===== src/rtl/mult_arbiter_if.sv =====
// Request/result bus of the shared multiplier arbiter.
// Handshake: requester i's operands transfer on a rising edge where
// req_valid[i] & req_grant[i]; results have no backpressure and res_valid
// is a one-cycle pulse qualifying res_data/res_id.
interface mult_arbiter_if #(
  parameter int N_REQ = 4,
  parameter int IDW   = 2
);
  logic [N_REQ-1:0]   req_valid;
  logic [27*N_REQ-1:0] req_a;
  logic [27*N_REQ-1:0] req_b;
  logic [N_REQ-1:0]   req_grant;
  logic               res_valid;
  logic [26:0]        res_data;
  logic [IDW-1:0]     res_id;

  modport master (
    output req_valid, req_a, req_b,
    input  req_grant, res_valid, res_data, res_id
  );

  modport slave (
    input  req_valid, req_a, req_b,
    output req_grant, res_valid, res_data, res_id
  );
endinterface


===== src/rtl/mult_arbiter.sv =====
// Round-robin arbiter in front of one shared 27x27 signed 4.23 multiplier.
// Two-stage pipeline: S1 holds granted operands + ID, S2 holds product + ID.
module mult_arbiter #(
  parameter int N_REQ = 4,
  parameter int IDW   = 2
) (
  input  logic           clk,
  input  logic           reset_n,
  input  logic           en,
  mult_arbiter_if.slave  bus,
  output logic [15:0]    op_count,
  output logic           busy
);

  logic [IDW-1:0]   rr_ptr;
  logic [IDW-1:0]   idx;
  logic [IDW-1:0]   grant_idx;
  logic             grant_any;
  logic [N_REQ-1:0] grant_vec;

  logic             s1_valid;
  logic [26:0]      s1_a;
  logic [26:0]      s1_b;
  logic [IDW-1:0]   s1_id;

  logic             s2_valid;
  logic [26:0]      s2_data;
  logic [IDW-1:0]   s2_id;

  logic signed [53:0] product;
  logic               unused_bits;

  // First valid requester searched upward from rr_ptr; IDW-bit wrap gives mod N_REQ.
  always_comb begin
    grant_any = 1'b0;
    grant_idx = '0;
    idx       = '0;
    for (int k = 0; k < N_REQ; k++) begin
      idx = rr_ptr + IDW'(k);
      if (!grant_any && en && reset_n && bus.req_valid[idx]) begin
        grant_any = 1'b1;
        grant_idx = idx;
      end
    end
    grant_vec = grant_any ? (N_REQ'(1) << grant_idx) : '0;
  end

  assign bus.req_grant = grant_vec;

  assign product     = $signed(s1_a) * $signed(s1_b);
  assign unused_bits = ^{product[52:49], product[22:0]};

  always_ff @(posedge clk or negedge reset_n) begin
    if (!reset_n) begin
      rr_ptr   <= '0;
      s1_valid <= 1'b0;
      s1_a     <= '0;
      s1_b     <= '0;
      s1_id    <= '0;
      s2_valid <= 1'b0;
      s2_data  <= '0;
      s2_id    <= '0;
      op_count <= '0;
    end else begin
      s1_valid <= grant_any;
      if (grant_any) begin
        rr_ptr <= grant_idx + IDW'(1);
        s1_a   <= bus.req_a[27*grant_idx +: 27];
        s1_b   <= bus.req_b[27*grant_idx +: 27];
        s1_id  <= grant_idx;
      end
      s2_valid <= s1_valid;
      // Counting on the edge that raises res_valid lets op_count already
      // include the product being presented in that cycle.
      if (s1_valid) begin
        s2_data  <= {product[53], product[48:46], product[45:23]};
        s2_id    <= s1_id;
        op_count <= op_count + 16'd1;
      end
    end
  end

  assign bus.res_valid = s2_valid;
  assign bus.res_data  = s2_data;
  assign bus.res_id    = s2_id;
  assign busy          = s1_valid | s2_valid;

endmodule


===== src/flat_wrapper.sv =====
// flat-port wrapper written by rule: the top's interface ports become plain ports
module mult_arbiter_flat 
#(
  parameter int N_REQ = 4,
  parameter int IDW   = 2
)
  (clk, reset_n, en, op_count, busy, bus_req_valid, bus_req_a, bus_req_b, bus_req_grant, bus_res_valid, bus_res_data, bus_res_id);
  mult_arbiter_if #(.N_REQ(N_REQ), .IDW(IDW)) bus_i ();
  input  logic clk;
  input  logic reset_n;
  input  logic en;
  output logic [15:0] op_count;
  output logic busy;
  input wire logic [$bits(bus_i.req_valid)-1:0] bus_req_valid;
  input wire logic [$bits(bus_i.req_a)-1:0] bus_req_a;
  input wire logic [$bits(bus_i.req_b)-1:0] bus_req_b;
  output wire logic [$bits(bus_i.req_grant)-1:0] bus_req_grant;
  output wire logic [$bits(bus_i.res_valid)-1:0] bus_res_valid;
  output wire logic [$bits(bus_i.res_data)-1:0] bus_res_data;
  output wire logic [$bits(bus_i.res_id)-1:0] bus_res_id;
  assign bus_i.req_valid = bus_req_valid;
  assign bus_i.req_a = bus_req_a;
  assign bus_i.req_b = bus_req_b;
  assign bus_req_grant = bus_i.req_grant;
  assign bus_res_valid = bus_i.res_valid;
  assign bus_res_data = bus_i.res_data;
  assign bus_res_id = bus_i.res_id;
  mult_arbiter #(.N_REQ(N_REQ), .IDW(IDW)) u_core (.clk(clk), .reset_n(reset_n), .en(en), .bus(bus_i), .op_count(op_count), .busy(busy));
endmodule

===== config.mk =====
export PLATFORM = sky130hd
export DESIGN_NAME = mult_arbiter_flat
export DESIGN_NICKNAME = d
export VERILOG_FILES = /design/src/rtl/mult_arbiter_if.sv /design/src/rtl/mult_arbiter.sv /design/src/flat_wrapper.sv
export SDC_FILE = /design/constraint.sdc
export NUM_CORES = 2
export LEC_CHECK = 0
export CAP_MARGIN = 20
export CORE_MARGIN = 5
export CORE_UTILIZATION = 25
export DETAILED_ROUTE_END_ITERATION = 6
export MAX_ROUTING_LAYER = met4
export PLACE_DENSITY = 0.5
export SLEW_MARGIN = 10
export SYNTH_ARGS = -nofsm -noshare
export SYNTH_HDL_FRONTEND = slang
export SYNTH_SLANG_ARGS = --single-unit

===== constraint.sdc =====
create_clock -name clk -period 15.06 [get_ports clk]
set_input_delay 4.518 -clock clk [delete_from_list [all_inputs] [get_ports clk]]
set_output_delay 4.518 -clock clk [all_outputs]
set_load 0.01 [all_outputs]

==> results.tsv <==
metric	value	unit
clkSinkCount	105	
synth_seq_cells	105	
avgSynthCellArea	8.68	µm²
die_h	365	µm
regArea	0.00264	mm²
cts.clk_slew.worst_paths	70	ps
postRouteAntennaNets	0	
yosysMostFrequentCell	inv_1	
critPathKind	in2out	
cp-start-kind	input port	
seq_area_frac_synth	8.33	%
drt_iter0_markers	1213	
htree_levels	3	
syn_area	0.0315	mm²
drv_slew	0	
hold_viol	0	
cap_viol_max_count	0	
place_ws	3120	ps
grtUsageTotal	15.3	%
routabilityCongestion	0.893	
dieArea	0.133	mm²
finalWorstSetupSlack	3180	ps
die_x	365	µm
rows	130	
async_flop_share	100	%
synth_edf_count	0	
start_util	25.1	%
layout-drive-gt1-share	3.19	%
crit_fanout	56	
clkLatencyLatePin	380	ps
cts_buffers	9	
cts_setup_buffers	0	
postPlaceCellArea	0.0360	mm²
ios	274	
worstMarginPinSlew	1100	ps
dp_hpwl	76300	µm
finalCriticalPeriod	11880	ps
dr.pass1.iters	7	
portBuffers	273	
yosys.area.top_type	fa_1	
via_per_inst	4.34	
netlist.area_leader.share	48.3	%
final.setup.tns	0	ps
nets	4898	
synth.net_count	4771	
cts.hold.buffers_added	0	
fp.coreArea	0.125	mm²
grt_pass1_wl	153000	µm
synth_cell_types	62	
final_area	0.0363	mm²
synthTopCellsByCount	851 x inv_1, 760 x fa_1, 627 x nand2_1	
grt_setup_unrepaired	false	
grt_pass1_vias	25662	
synth_area_leaders	fa_1 48%, inv_1 10%, dfrtp_1 8.3%, nand2_1 7.5%, ha_1 6.3%	
syn_inst	3630	
cp_data_arrival_time	7360	ps
grt_max_degree	112	
period_share	78.9	%
drt_wl_total	96400	µm
fmax	0.0842	GHz
clockRootBuffer	clkbuf_16	
slew_headroom	26.4	%
worst_ep_required_time	10540	ps
grt.overflow.total	0	
area_growth	15.1	%
outcome	finished, final reports clean	
nFillCells	13325	
post_cts_resize_count	0	
synth.yosys.warnings	0	
drc	0	
endpoint_kind	output port	
hold_path.class	reg2reg	
antenna_found_initial	2	
synthFlopType	dfrtp_1	
vias	23497	
cts_max_path_buffers	2	
setup_violations	0	
avgRoutedWirePerCell	17.8	µm
multi_input_area	0.0249	mm²
finClkSkew	15.8	ps
tritoncts	done	
cells in the final DEF (no fill, tap or decap), types with 3 or more instances in the layout:
cell type / instances
inv_1: 851
dfrtp_2: 11
fa_1: 760
nor2_1: 204
clkbuf_16: 9
nor2b_1: 4
diode_2: 5
mux2_2: 22
clkdlybuf4s50_1: 272
or3_1: 3
nor3_1: 8
dfrtp_1: 94
nor4_1: 3
o21bai_1: 3
o21ai_0: 82
a21o_1: 19
clkinvlp_4: 3
o21ai_1: 44
a21oi_1: 36
clkinv_2: 3
o31ai_1: 4
nand2b_1: 10
xnor2_1: 38
and2_1: 286
nand3_1: 62
nand2_1: 627
a211oi_1: 7
xor2_1: 13
o21a_1: 3
buf_4: 56
nand4_1: 15
ha_1: 158
and3_1: 7
sequential cells by signal, indices dropped and copies added, names as in the netlist:
signal,cells
u_core.s1_valid,1
u_core.op_count,16
u_core.s1_b,27
u_core.s1_id,2
u_core.rr_ptr,2
u_core.bus.res_data,27
u_core.bus.res_valid,1
u_core.s1_a,27
u_core.bus.res_id,2
worst paths after layout:
path / startpoint / slack [ps] / end / cells after the start
max in group asynchronous: reset_n / 9580 / u_core.s1_b[12] / 2
worst max-delay path: reset_n / 3180 / bus_req_grant[1] / 9
min in group asynchronous: reset_n / 4170 / u_core.op_count[1] / 1
worst min register to register: u_core.s1_b[7] / 480 / u_core.s1_b[7] / 2
worst max register to register: u_core.s1_b[0] / 6580 / u_core.bus.res_data[19] / 25
worst min-delay path: u_core.s1_b[7] / 480 / u_core.s1_b[7] / 2
metrics by stage:
stage                     util [%]  hold slack (ps)  instances
final                         28.9              478       5417
after global routing          28.9              485       5413
after CTS                     28.9              480       5412
after detailed placement      28.7              459       5396
after global placement        28.7              456       5396
after floorplan                  -              431       3630
layer usage:
| layer | vias up | track usage [%] | wire, µm |
|---|---|---|---|
| li1 | 10717 | - | - |
| met1 | 12101 | 20.8 | 43700 |
| met2 | 585 | 24.4 | 45200 |
| met3 | 94 | 2.56 | 5550 |
| met4 | 0 | 2.85 | 1940 |
| met5 | - | - | 0 |
kinds of logic after synthesis:
| family | after synthesis | synth area share, % |
|---|---|---|
| flops | 105 | 8.33 |
| buf+inv | 1065 | 12.7 |
| mux | 23 | 0.818 |
| xor+xnor | 51 | 1.42 |
| fa+ha+maj | 918 | 54.5 |
| simple gates | 1236 | 17.7 |
| compound gates | 232 | 4.52 |
critical path, stage by stage:
cell             delay (ps)
buf_4                   510
and2_1                  380
o21ai_0                 160
nor2_1                  230
o21ai_4                 100
clkinv_2                540
ha_1                    250
and2_1                  120
clkdlybuf4s50_1         530
cell type report:
| type | instances | share of cell area, % |
|---|---|---|
| Clock inverter | 6 | 0.121 |
| Sequential cell | 105 | 7.28 |
| Tap cell | 1650 | 5.69 |
| Inverter | 853 | 8.83 |
| Timing Repair Buffer | 328 | 8.67 |
| Multi-Input combinational cell | 2460 | 68.7 |
| Clock buffer | 10 | 0.631 |
| Antenna cell | 5 | 0.0345 |
Power is left out: the tool's default activity adds up to more than one toggle a clock period on the data nets, which glitch-free logic cannot reach.
